### config.mk
export PLATFORM = sky130hd
export DESIGN_NAME = chan_slice_rr_arbiter
export DESIGN_NICKNAME = d
export VERILOG_FILES = /design/src/rtl/chan_slice_rr_arbiter.sv
export SDC_FILE = /design/constraint.sdc
export NUM_CORES = 1
export LEC_CHECK = 0
export BUFFER_PORTS_ARGS = -buffer_cell sky130_fd_sc_hd__buf_4
export CAP_MARGIN = 5
export CORE_ASPECT_RATIO = 1.5
export CORE_UTILIZATION = 25
export DETAILED_ROUTE_END_ITERATION = 8
export GPL_TIMING_DRIVEN = 0
export PLACE_DENSITY = 0.56
export SETUP_SLACK_MARGIN = 0.05
export SLEW_MARGIN = 10
export SYNTH_ARGS = -nofsm -noshare
export SYNTH_HDL_FRONTEND = slang
export SYNTH_SLANG_ARGS = --single-unit
### constraint.sdc
create_clock -name clock -period 2 [get_ports clock]
set_clock_uncertainty 0.05 [all_clocks]
set_input_delay 0.2 -clock clock [delete_from_list [all_inputs] [get_ports clock]]
set_output_delay 0.2 -clock clock [all_outputs]
set_load 0.02 [all_outputs]
### src/rtl/chan_slice_rr_arbiter.sv
// Round-robin N-to-1 arbiter over a sub-slice of a [LEFT:RIGHT] channel array,
// feeding one registered valid/ready output stage.
module chan_slice_rr_arbiter #(
  parameter int LEFT       = 0,
  parameter int RIGHT      = 3,
  parameter int WIDTH      = 8,
  parameter int SLICE_BASE = (LEFT < RIGHT) ? LEFT : RIGHT,
  parameter int SLICE_LEN  = ((LEFT > RIGHT) ? LEFT - RIGHT : RIGHT - LEFT) + 1,
  parameter int INDEX_W    = 8
) (
  input  logic                             clock,
  input  logic                             reset_n,
  input  logic [LEFT:RIGHT]                in_valid,
  output logic [LEFT:RIGHT]                in_ready,
  input  logic [LEFT:RIGHT][WIDTH-1:0]     in_data,
  output logic                             out_valid,
  input  logic                             out_ready,
  output logic [WIDTH-1:0]                 out_data,
  output logic [INDEX_W-1:0]               out_index
);

  localparam int LO    = (LEFT < RIGHT) ? LEFT : RIGHT;
  localparam int HI    = (LEFT < RIGHT) ? RIGHT : LEFT;
  localparam int S_LO  = SLICE_BASE;
  localparam int S_HI  = SLICE_BASE + SLICE_LEN - 1;
  localparam int OFF_W = (SLICE_LEN > 1) ? $clog2(SLICE_LEN) : 1;

  if (SLICE_LEN < 1 || S_LO < LO || S_HI > HI) begin : g_bad_slice
    $error("chan_slice_rr_arbiter: slice [%0d +: %0d] outside [%0d:%0d]", S_LO, SLICE_LEN, LO, HI);
  end
  if (INDEX_W < 63 && longint'(HI) >= (longint'(1) << INDEX_W)) begin : g_bad_index_w
    $error("chan_slice_rr_arbiter: INDEX_W=%0d too narrow for index %0d", INDEX_W, HI);
  end

  // Slice re-based to offset 0..SLICE_LEN-1 so the arbiter never sees declaration order.
  logic [SLICE_LEN-1:0]            req;
  logic [SLICE_LEN-1:0][WIDTH-1:0] slc_data;

  for (genvar g = 0; g < SLICE_LEN; g++) begin : g_slc
    assign req[g]      = in_valid[S_LO + g];
    assign slc_data[g] = in_data[S_LO + g];
  end

  logic [OFF_W-1:0] last_off;
  logic [OFF_W-1:0] grant_off;
  logic [OFF_W-1:0] cand;
  logic             grant_vld;
  logic             load;

  assign load = !out_valid || out_ready;

  // Scan from farthest to nearest so the nearest requester after last wins.
  always_comb begin
    grant_vld = 1'b0;
    grant_off = last_off;
    cand      = '0;
    for (int k = SLICE_LEN; k >= 1; k--) begin
      cand = OFF_W'((int'(last_off) + k) % SLICE_LEN);
      if (req[cand]) begin
        grant_vld = 1'b1;
        grant_off = cand;
      end
    end
  end

  for (genvar c = LO; c <= HI; c++) begin : g_rdy
    if (c >= S_LO && c <= S_HI) begin : g_in
      assign in_ready[c] = load && grant_vld && (grant_off == OFF_W'(c - S_LO));
    end else begin : g_out
      assign in_ready[c] = 1'b0;
    end
  end

  always_ff @(posedge clock or negedge reset_n) begin
    if (!reset_n) begin
      out_valid <= 1'b0;
      out_data  <= '0;
      out_index <= INDEX_W'(S_LO);
      last_off  <= OFF_W'(SLICE_LEN - 1);
    end else if (load) begin
      out_valid <= grant_vld;
      if (grant_vld) begin
        out_data  <= slc_data[grant_off];
        out_index <= INDEX_W'(S_LO) + INDEX_W'(grant_off);
        last_off  <= grant_off;
      end
    end
  end

  // Out-of-slice requests and payloads are intentionally ignored.
  logic unused_ok;
  assign unused_ok = &{1'b0, in_valid, in_data};

endmodule

== Yosys cells after proc, flatten, opt, wreduce, memory -nomap -nowiden ==
Cells that the tools add are included.
Word-level totals
  flip-flop bits (word level): 13
Cells by class
  add/subtract/negate cells: 4
  $lt $le $gt $ge: 5
  eq/ne operators: 3
  muxes and demuxes: 18
  reductions and logical operators: 9
Operators by type and width (number)
  8-bit binary-select mux with 2-bit select: 1
  2-bit by 3-bit < comparator with 1-bit output, second input constant: 5
  1-bit binary-select mux with 2-bit select: 4
  1-bit two-way mux: 8
  2-bit two-way mux: 4
  8-bit two-way mux: 1
  1-bit logical AND: 5
  2-bit by 1-bit adder with 2-bit output, second input constant: 2
  2-bit adder, second input constant: 2
  2-bit equality test, second input constant: 2
  2-bit by 1-bit equality test with 1-bit output, second input constant: 1
  2-bit zero test: 1
  2-bit AND reduction: 1
  1-bit zero test: 1
  1-bit logical OR: 1

== Longest topological paths before layout ==
Gate-level depths: netlist of the first run.
  word-level depth: 9
  gate-level depth with buffers: 7

== Worst setup path before layout of the first run ==
OpenSTA, ideal clock, no wires.
  path type: flip-flop to output port
  start point: register last_off[1]
  end point: output port in_ready[3] in the netlist's numbering
  data arrival time: 1705 ps
  setup slack: 45 ps
  stages on the path, launching flop included: 7
  buffers on the path: 2
  cells stage by stage: dfstp_2 > buf_4 > nand2_1 > a31o_1 > a21o_1 > clkbuf_1 > nor3_1
On the way
  longest elaborated chain between the ends: 9
  elaborated cells between the ends (all ways): 23
  those cells by class: 4 x add/sub; 1 x eq/ne; 16 x mux; 2 x reduce/logical
Ends and longest elaborated chain
  from (decl): line 44  | logic [OFF_W-1:0] last_off;
  from (signal assigned): line 79  | last_off <= OFF_W'(SLICE_LEN - 1);
  from (signal assigned): line 85  | last_off <= grant_off;
  2-bit by 1-bit adder with 2-bit output: line 58  | cand = OFF_W'((int'(last_off) + k) % SLICE_LEN);
  1-bit binary-select mux with 2-bit select: line 59  | if (req[cand]) begin
  1-bit two-way mux (implied by the code): line 59
  2-bit two-way mux or 1-bit two-way mux (tied branches) (4 in a row): line 59
  2-bit equality test or 1-bit logical AND (tied branches): line 68  | assign in_ready[c] = load && grant_vld && (grant_off == OFF_W'(c - S_LO));
  1-bit logical AND (*): line 68
  to (decl): line 14  | output logic [LEFT:RIGHT] in_ready,
Every way passes the cells marked *; elsewhere a longest branch is shown, timed or not. The select of a mux whose other input is x is not followed.

== Worst setup path after layout of the first run ==
  start point: register last_off[1]
  end point: output port in_ready[2] in the netlist's numbering
The elaborated chain is that of the path after synthesis.

==> results of run 1 <==
-- critical path, stage by stage, from the launching register on --
cell and delay (ns):
dfstp_2 0.52, buf_6 0.12, mux2i_2 0.08, a221oi_2 0.36, clkbuf_8 0.23, and2_4 0.14
buf_6 0.10
-- per-stage QoR --
stage / cell area [µm²] / std cells
6_report: 1619 / 207
3_5_place_dp: 1363 / 186
3_3_place_gp: 1363 / 186
4_1_cts: 1556 / 202
5_1_grt: 1619 / 207
2_1_floorplan: 912.1 / 91
-- cell type report --
class	count	area (µm²)	area share, %
well taps	42	52.55	3.246
multi-input cells	64	530.5	32.77
flip-flops and latches	13	327.8	20.25
clock buffers	4	45.04	2.782
plain buffers	12	108.9	6.723
inverters	2	7.507	0.4637
repair buffers	70	546.8	33.77
-- routing by layer --
| metal | up-vias | share of wire (%) |
|---|---|---|
| met2 | 35 | 55 |
| met3 | 7 | 5.8 |
| met1 | 455 | 37 |
| met4 | 0 | 2.3 |
| li1 | 470 | - |
| met5 | - | 0 |
-- power groups by stage --
stage                     registers, W  clock network [W]  logic (W)
after global placement        0.000398                  0   0.000683
after detailed placement      0.000403                  0   0.000694
final                         0.000401           0.000238   0.000879
after floorplan               0.000481                  0   0.000345
after CTS                     0.000400           0.000243   0.000831
after global routing          0.000411           0.000256   0.000941
-- worst paths after layout --
kind                               from            to  slack (ns)  cells after the start
max                         last_off[1]   in_ready[2]       -0.06                      6
min                         in_valid[2]     out_valid        0.16                      3
max reg2reg                 last_off[1]   out_data[1]        0.03                      8
min reg2reg                out_index[1]  out_index[1]        0.45                      1
max in group asynchronous       reset_n   last_off[0]        1.38                      2
min in group asynchronous       reset_n   out_data[0]        0.29                      2
-- registers in the layout (all words and copies together), names as in the netlist --
name	flops
out_data	8
out_valid	1
out_index	2
last_off	2
-- timing repair --
item	4_1_cts	5_1_grt
buffers inserted	11	5
hold buffers	1	0
cloned	0	0
pin swaps	3	5
resized for setup	15	7
endpoints found under the setup margin	4	12
endpoints found under the hold margin	13	0
-- layout by cell type, fill, tap and decap left out, types with 3 or more instances in the layout --
cell type and n:
clkbuf_8 4, buf_4 72, a31oi_1 8, conb_1 6, dfrtp_1 11, buf_6 5
o2bb2ai_1 8, mux2i_1 17, a21o_1 4, nand2_1 3
-- cell families (layout without fill, tap and decap cells) --
group	after synthesis	in the layout	share of synthesized area, %
AO/OA/AOI/OAI	27	27	24.09
buffers and inverters	14	88	10.28
flip-flops	13	13	36.90
multiplexers	18	18	20.28
other	1	6	0.4221
AND/OR/NAND/NOR	13	13	8.029
==> flow_metrics.py, run 1 <==
metrics = {
    "place": {
        "gp_routability_congestion": 0.7444,
        "dp_hpwl_mm": 1.920,
        "numPortBuffers": 53,
        "post-place-ws_ns": -0.06186,
    },
    "cts": {
        "clk_pin_slew_worst_paths_ns": 0.06,
        "cts_tree": "done",
        "cts_root_buf": "clkbuf_8",
        "cts.sinks": 13,
        "h-tree-depth": 1,
        "clockBufferDepth": 2,
        "cts_made_buffers": 3,
        "clk_latency_ns": 0.24,
    },
    "critical_path": {
        "path_class": "flip-flop to output pin",
        "worstPathArrival_ns": 1.81,
        "crit_fanout": 6,
        "worstPathRequired_ns": 1.75,
        "worst_setup_path_start_kind": "flip-flop",
        "critPathCaptureType": "output pin",
    },
    "logic_synthesis": {
        "yosys_warnings": 0,
        "synth.distinct_cells": 28,
        "synth_most_common_cell": "mux2i_1",
        "synth.area.top_cells": "dfrtp_1, mux2i_1, o2bb2ai_1",
        "syn-instance-count": 86,
        "synthTopCellsByCount": "mux2i_1, dfrtp_1, a31oi_1, o2bb2ai_1, buf_4",
        "ys_seq_elements": 13,
        "yosysTopAreaCell": "dfrtp_1",
        "synth-main-ff-cell": "dfrtp_1",
        "synth_edf_count": 0,
        "synthArstFlopShare_pct": 100.0,
        "synth_top_area_share_pct": 30.99,
        "netlist_area_um2": 888.4,
        "ys_seq_area_share_pct": 36.90,
        "syn_area_per_cell_um2": 10.33,
    },
    "power_and_ir_drop": {
        "p_seq_share_pct": 26.4,
        "leakage_nw": 0.8171,
        "ir_drop_mv": 0.3616,
        "p_comb_share_pct": 57.9,
        "p_sw_w": 0.0005608,
        "pwr-share-clk_pct": 15.7,
        "sw_frac_of_total_pct": 36.93,
        "internal-power_w": 0.0009577,
        "power_w": 0.001519,
        "power_density_nw_per_um2": 937.9,
    },
    "route": {
        "drcViolationCount": 0,
        "drt_iter0_drc": 8,
        "viasPerCell": 4.671,
        "ant_nets": 0,
        "dr_total_vias": 967,
        "dr.pass1.iters": 3,
        "wl_per_cell_um": 13.66,
        "wl_mm": 2.827,
    },
    "grt": {
        "top_usage_layer": "met2",
        "antenna_found_initial": 0,
        "use_met3_pct": 3.636,
        "grt_max_degree": 14,
        "grt_usage_pct": 16.15,
        "overflow": 0,
        "grt_pass1_vias": 1003,
        "grtUsageMet2_pct": 29.19,
        "grt_pass1_wl_mm": 4.540,
        "use_met1_pct": 17.64,
    },
    "final_layout": {
        "syn_to_final_growth_pct": 82.25,
        "antenna_cells": 0,
        "fillers": 352,
        "nets": 205,
        "layout-drive-gt1-share_pct": 58.18,
        "final_core_util_pct": 47.86,
    },
    "status": {
        "violations": "negative setup slack",
        "outcome": "complete, but fails checks",
    },
    "sta": {
        "finalSetupTns_ns": -0.1050,
        "rsz0062_at_grt": "true",
        "period_share_pct": 103.0,
        "layout_min_cycle_time_ns": 2.061,
        "slew_viol_final": 0,
        "fmax_mhz": 485.2,
        "layout_setup_ws_ns": -0.06090,
        "hold_ws_ns": 0.1625,
        "setup_viol": 2,
        "hold_violations": 0,
    },
    "floorplan": {
        "rows": 26,
        "core_um2": 3383,
        "fp.dieArea_um2": 3801,
        "initial_utilization_pct": 26.26,
        "die_h_um": 75.01,
        "dieWidth_um": 50.67,
        "io_pins": 60,
    },
    "worst_hold_path": {
        "hp-class": "input port to flip-flop",
    },
    "job": {
        "cap_violations": 0,
    },
}
Power figures use the tool's default switching activity.
==> inputs of run 2 (changes only) <==
ABC_AREA = 1   (was not set)
PLACE_DENSITY = 0.51   (was 0.56)
==> run 2 against run 1 <==
  * The flow still finishes with violations (negative setup slack)
  * Clock-buffer cell count is the same
  * Combinational power grew to 4.4 times the previous value
  * Routed wire length grew 42%
  * Worst setup slack lost 0.19 ns
  * Clock power shrank 4%
  * Synthesized area grew 42%
  * Sequential cell count is the same
  * Non-clock buffer count grew 6
  * Synthesized cell count grew 140%
  * First-iteration DRC count grew to 5.5 times the previous value
  * Largest power group unchanged
==> flow_metrics.py, run 2 <==
metrics = {
    "route": {
        "wl_per_cell_um": 11.24,
        "drt_iter0_drc": 44,
        "dr_total_vias": 1489,
        "ant_nets": 0,
        "viasPerCell": 4.183,
        "wl_mm": 4.003,
        "drcViolationCount": 0,
        "dr.pass1.iters": 4,
    },
    "grt": {
        "top_usage_layer": "met2",
        "overflow": 0,
        "use_met1_pct": 17.02,
        "grt_pass1_vias": 1414,
        "grt_usage_pct": 15.80,
        "grtUsageMet2_pct": 30.61,
        "grt_max_degree": 14,
        "grt_pass1_wl_mm": 6.299,
        "use_met3_pct": 1.737,
        "antenna_found_initial": 0,
    },
    "worst_hold_path": {
        "hold_end": "out_valid",
        "hold_depth": 4,
        "min_from": "out_ready",
        "hp-class": "input port to flip-flop",
    },
    "floorplan": {
        "io_pins": 60,
        "die_h_um": 89.12,
        "core_um2": 4848,
        "initial_utilization_pct": 26.09,
        "fp.dieArea_um2": 5354,
        "rows": 31,
        "dieWidth_um": 60.08,
    },
    "cts": {
        "clk_pin_slew_worst_paths_ns": 0.05,
        "cts_tree": "done",
        "clk_latency_ns": 0.24,
        "cts_made_buffers": 3,
        "cts_root_buf": "clkbuf_8",
        "clockBufferDepth": 2,
        "h-tree-depth": 1,
        "cts.sinks": 13,
    },
    "logic_synthesis": {
        "synth.distinct_cells": 23,
        "synth_top_area_share_pct": 21.76,
        "syn-instance-count": 204,
        "synth.area.top_cells": "dfrtp_1, nand2_1, nand3_1",
        "synth_most_common_cell": "nand2_1",
        "synth_edf_count": 0,
        "netlist_area_um2": 1265,
        "yosysTopAreaCell": "dfrtp_1",
        "synth-main-ff-cell": "dfrtp_1",
        "synthArstFlopShare_pct": 100.0,
        "synthTopCellsByCount": "nand2_1, inv_1, nand3_1",
        "ys_seq_area_share_pct": 25.91,
        "yosys_warnings": 0,
        "ys_seq_elements": 13,
        "syn_area_per_cell_um2": 6.201,
    },
    "critical_path": {
        "slowest_stage": "dfstp_2",
        "crit_family": "simple AND/OR/NAND/NOR gates",
        "r2r-end": "out_data[6]",
        "cp_num_buf_inv": 4,
        "startpoint": "last_off[0]",
        "crit_path_frequent_cell": "nand2_4",
        "r2r_start": "last_off[0]",
        "critPathCaptureType": "output pin",
        "path_class": "flip-flop to output pin",
        "r2r_slack_ns": -0.19,
        "worstPathArrival_ns": 2.00,
        "worst_setup_path_start_kind": "flip-flop",
        "r2r_cells": 14,
        "crit_fanout": 8,
        "worstPathRequired_ns": 1.75,
        "crit_chain": "buf_12, inv_12, nand2_4, nand2_4, nand2_4, nand2_4, buf_12, nor4_4, a21oi_4, nand2_4, nor2_4, buf_6",
        "cp_slowest_stage_delay_ns": 0.54,
    },
    "power_and_ir_drop": {
        "power_w": 0.004563,
        "ir_drop_mv": 0.8883,
        "leakage_nw": 1.322,
        "power_density_nw_per_um2": 2035,
    },
    "status": {
        "violations": "negative setup slack",
        "outcome": "complete, but fails checks",
    },
    "place": {
        "numPortBuffers": 53,
        "dp_hpwl_mm": 2.764,
        "gp_routability_congestion": 0.7941,
        "post-place-ws_ns": -0.2189,
    },
    "sta": {
        "setup_viol": 16,
        "rsz0062_at_grt": "true",
        "fmax_mhz": 445.1,
        "layout_setup_ws_ns": -0.2465,
        "period_share_pct": 112.3,
        "layout_min_cycle_time_ns": 2.246,
        "hold_violations": 0,
        "slew_viol_final": 0,
    },
    "job": {
        "cap_violations": 0,
    },
    "final_layout": {
        "antenna_cells": 0,
        "largest_reg_flops": 8,
        "largest_register": "out_data",
        "layout_commonest_cell": "buf_4",
        "syn_to_final_growth_pct": 77.25,
        "layout-drive-gt1-share_pct": 51.38,
        "top_regs": "out_data x8, last_off x2, out_index x2",
        "nets": 330,
        "final_cell_mix": "buf_4, nand2_1, inv_1",
    },
}
run 2: cell types whose count changed after synthesis, moves of 18 or more:
cell and delta:
mux2i_1 -18, nand2_1 +59, inv_1 +35, nand3_1 +34
nand2_2 +19
run 2: tightest hold or removal path: cells and delay by family:
kind                   cells  cell delay [ns]
buffers and inverters      2             0.13
AND/OR/NAND/NOR            2             0.11
run 2: power breakdown:
group | total, W | internal, W | switching (W)
clock network | 0.000229 | 0.000140 | 0.0000888
registers | 0.000501 | 0.000416 | 0.0000853
logic | 0.00383 | 0.00168 | 0.00215
total | 0.00456 | 0.00223 | 0.00233
run 2: routing by layer:
layer	vias to the layer above	share of wire (%)
met4	0	2.6
met3	8	3.7
met5	-	0
met2	53	56
li1	768	-
met1	660	37
run 2: kinds of logic after synthesis:
kind of cell	count (synthesis)	synth area share (%)
and+or+nand+nor	131	51.33
buffers and inverters	56	20.97
DFF	13	25.91
AOI/OAI and AO/OA	3	1.484
other	1	0.2965
run 2: metrics by stage:
stage / util [%] / hold WS (ns) / instances / setup TNS, ns / cell area [µm²]
6_report: 46.25 / 0.1887 / 356 / -2.764 / 2242
5_1_grt: 46.25 / 0.2093 / 356 / -4.121 / 2242
4_1_cts: 44.13 / 0.1852 / 350 / -2.090 / 2140
3_5_place_dp: 36.49 / 0.002695 / 328 / -0.9500 / 1769
3_3_place_gp: 36.49 / 0.001675 / 328 / -0.9940 / 1769
2_1_floorplan: - / -0.1456 / 209 / -0.03915 / 1289
run 2: timing repair:
action	CTS	global route
hold buffers	1	0
endpoints found under the hold margin	13	0
pin swaps	13	7
endpoints found under the setup margin	15	16
resized for setup	45	17
gates cloned	1	1
buffers inserted	16	5
run 2: layout make-up:
cell class	count	area (µm²)
Fill cell	512	2606
Clock buffer	4	45.04
Timing Repair inverter	1	6.256
Multi-Input combinational cell	140	863.3
Buffer	12	126.4
Tap cell	66	82.58
Timing Repair Buffer	76	601.8
Inverter	44	188.9
Sequential cell	13	327.8
run 2: how the worst max path moves through the flow:
stage / to / cells after the start
global route: in_ready[3] / 12
finish: in_ready[3] / 12
detailed placement: in_ready[3] / 15
global placement: in_ready[3] / 15
floorplan: in_ready[0] / 12
CTS: in_ready[3] / 15
==> inputs of run 3 (changes only) <==
CORE_MARGIN = 2   (was not set)
==> run 3 against run 2 <==
  * The run still ends with negative setup slack left
  * First-iteration DRC count fell by 50%
  * Cell area fell by 2.3%
  * Total power fell by 4.1%
  * Critical path type unchanged
  * Register-to-register slack improved by 0.05 ns
==> flow_metrics.py, run 3 (same netlist as run 2, synthesis figures left out) <==
metrics = {
    "cts": {
        "clockBufferDepth": 2,
        "cts_root_buf": "clkbuf_8",
        "cts_tree": "done",
        "clk_latency_ns": 0.24,
        "cts.sinks": 13,
        "cts_made_buffers": 3,
        "clk_pin_slew_worst_paths_ns": 0.06,
        "h-tree-depth": 1,
    },
    "worst_hold_path": {
        "hp-class": "input port to flip-flop",
        "min_from": "out_ready",
    },
    "critical_path": {
        "worstPathRequired_ns": 1.75,
        "worstPathArrival_ns": 1.98,
        "r2r_slack_ns": -0.14,
        "critPathCaptureType": "output pin",
        "r2r_start": "last_off[0]",
        "crit_fanout": 8,
        "startpoint": "last_off[0]",
        "path_class": "flip-flop to output pin",
        "worst_setup_path_start_kind": "flip-flop",
    },
    "sta": {
        "setup_viol": 14,
        "hold_violations": 0,
        "rsz0062_at_grt": "true",
        "layout_setup_ws_ns": -0.2329,
        "fmax_mhz": 447.9,
        "layout_min_cycle_time_ns": 2.233,
        "period_share_pct": 111.6,
        "finalSetupTns_ns": -2.021,
        "slew_viol_final": 0,
    },
    "floorplan": {
        "die_h_um": 91.12,
        "initial_utilization_pct": 26.09,
        "core_um2": 4848,
        "fp.dieArea_um2": 5657,
        "dieWidth_um": 62.08,
        "io_pins": 60,
        "rows": 31,
    },
    "place": {
        "numPortBuffers": 53,
        "placed_cell_area_um2": 1769,
        "post-place-ws_ns": -0.1953,
        "dp_hpwl_mm": 2.842,
        "gp_routability_congestion": 0.8327,
    },
    "status": {
        "outcome": "complete, but fails checks",
        "violations": "negative setup slack",
    },
    "power_and_ir_drop": {
        "ir_drop_mv": 0.8748,
        "power_density_nw_per_um2": 1996,
        "pwr-share-clk_pct": 5.3,
        "sw_frac_of_total_pct": 52.02,
        "p_sw_w": 0.002275,
        "leakage_nw": 1.292,
        "power_w": 0.004374,
        "p_comb_share_pct": 83.3,
        "p_seq_share_pct": 11.4,
        "internal-power_w": 0.002098,
    },
    "final_layout": {
        "final_core_util_pct": 45.19,
        "top_regs": "out_data x8, last_off x2, out_index x2",
        "syn_to_final_growth_pct": 73.19,
        "final_cell_mix": "buf_4, nand2_1, inv_1",
        "nets": 324,
        "layout_commonest_cell": "buf_4",
        "largest_reg_flops": 8,
        "layout-drive-gt1-share_pct": 51.41,
        "final_area_um2": 2191,
        "fillers": 534,
        "largest_register": "out_data",
        "antenna_cells": 0,
    },
    "route": {
        "viasPerCell": 4.226,
        "dr_total_vias": 1479,
        "drt_iter0_drc": 22,
        "wl_per_cell_um": 11.47,
        "dr.pass1.iters": 4,
        "wl_mm": 4.014,
        "drcViolationCount": 0,
        "ant_nets": 0,
    },
    "job": {
        "cap_violations": 0,
    },
    "grt": {
        "antenna_found_initial": 0,
        "grt_pass1_vias": 1387,
        "grt_pass1_wl_mm": 6.016,
        "overflow": 0,
        "grt_usage_pct": 13.81,
        "grt_max_degree": 14,
    },
}
-- run 3: changes by cell type in the layout (fill, tap and decap cells not counted), moves of 2 or more --
cell,change
buf_6,-2
nand2_1,-2
and2_4,+2
and2_1,-2
buf_4,-3
nand2_2,+2
inv_4,-2
-- run 3: final timing paths --
check | depth (start not counted) | end
worst max-delay path | 15 | in_ready[3]
worst min-delay path | 4 | out_valid
worst max register to register | 13 | out_data[7]
worst min register to register | 2 | out_index[1]
max in group asynchronous | 2 | last_off[1]
min in group asynchronous | 2 | out_index[1]
-- run 3: area by class of cell --
class | count | area, µm² | share of cell area (%)
Multi-Input combinational cell | 140 | 862.1 | 39.35
Timing Repair Buffer | 70 | 544.3 | 24.84
Sequential cell | 13 | 327.8 | 14.96
Inverter | 44 | 193.9 | 8.852
Buffer | 12 | 126.4 | 5.768
Tap cell | 66 | 82.58 | 3.769
Clock buffer | 4 | 45.04 | 2.056
Timing Repair inverter | 1 | 8.758 | 0.3998
-- run 3: timing repair --
action,CTS,global route
endpoints found under the setup margin,14,16
pin swaps,14,12
buffers inserted,11,4
hold buffers,1,0
resized for setup,32,37
cloned,0,3
endpoints found under the hold margin,13,0
-- run 3: metrics by stage --
stage / std cells / hold slack [ns]
after floorplan: 209 / -0.1456
after global placement: 328 / 0.003489
after detailed placement: 328 / 0.006084
after CTS: 344 / 0.1810
after global routing: 350 / 0.2082
final: 350 / 0.1806
-- run 3: power groups by stage --
stage          combinational, W  clock [W]  sequential, W
2_1_floorplan           0.00179          0       0.000617
3_3_place_gp            0.00262          0       0.000504
3_5_place_dp            0.00264          0       0.000502
4_1_cts                 0.00326   0.000237       0.000499
5_1_grt                 0.00398   0.000254       0.000514
6_report                0.00364   0.000233       0.000498
-- run 3: worst max-delay path: stages, from the launching register on --
cell and delay, ns:
dfstp_2 0.54, buf_12 0.14, inv_12 0.05, nand2_4 0.07
nand2_4 0.07, nand2_4 0.08, nand2_4 0.06, nand2_4 0.09
nand2_4 0.05, nand2_4 0.06, nand2_4 0.05, buf_12 0.13
inv_6 0.04, nand2_4 0.06, nor2_4 0.09, buf_6 0.12
-- run 3: metal layers --
| layer | GRT usage (%) | part of all wire [%] | routed length [µm] |
|---|---|---|---|
| met5 | 0 | 0 | 0 |
| met4 | 1.596 | 0.35 | 14 |
| met3 | 1.994 | 4.9 | 197 |
| met2 | 25.69 | 58 | 2326 |
| met1 | 16.23 | 37 | 1474 |
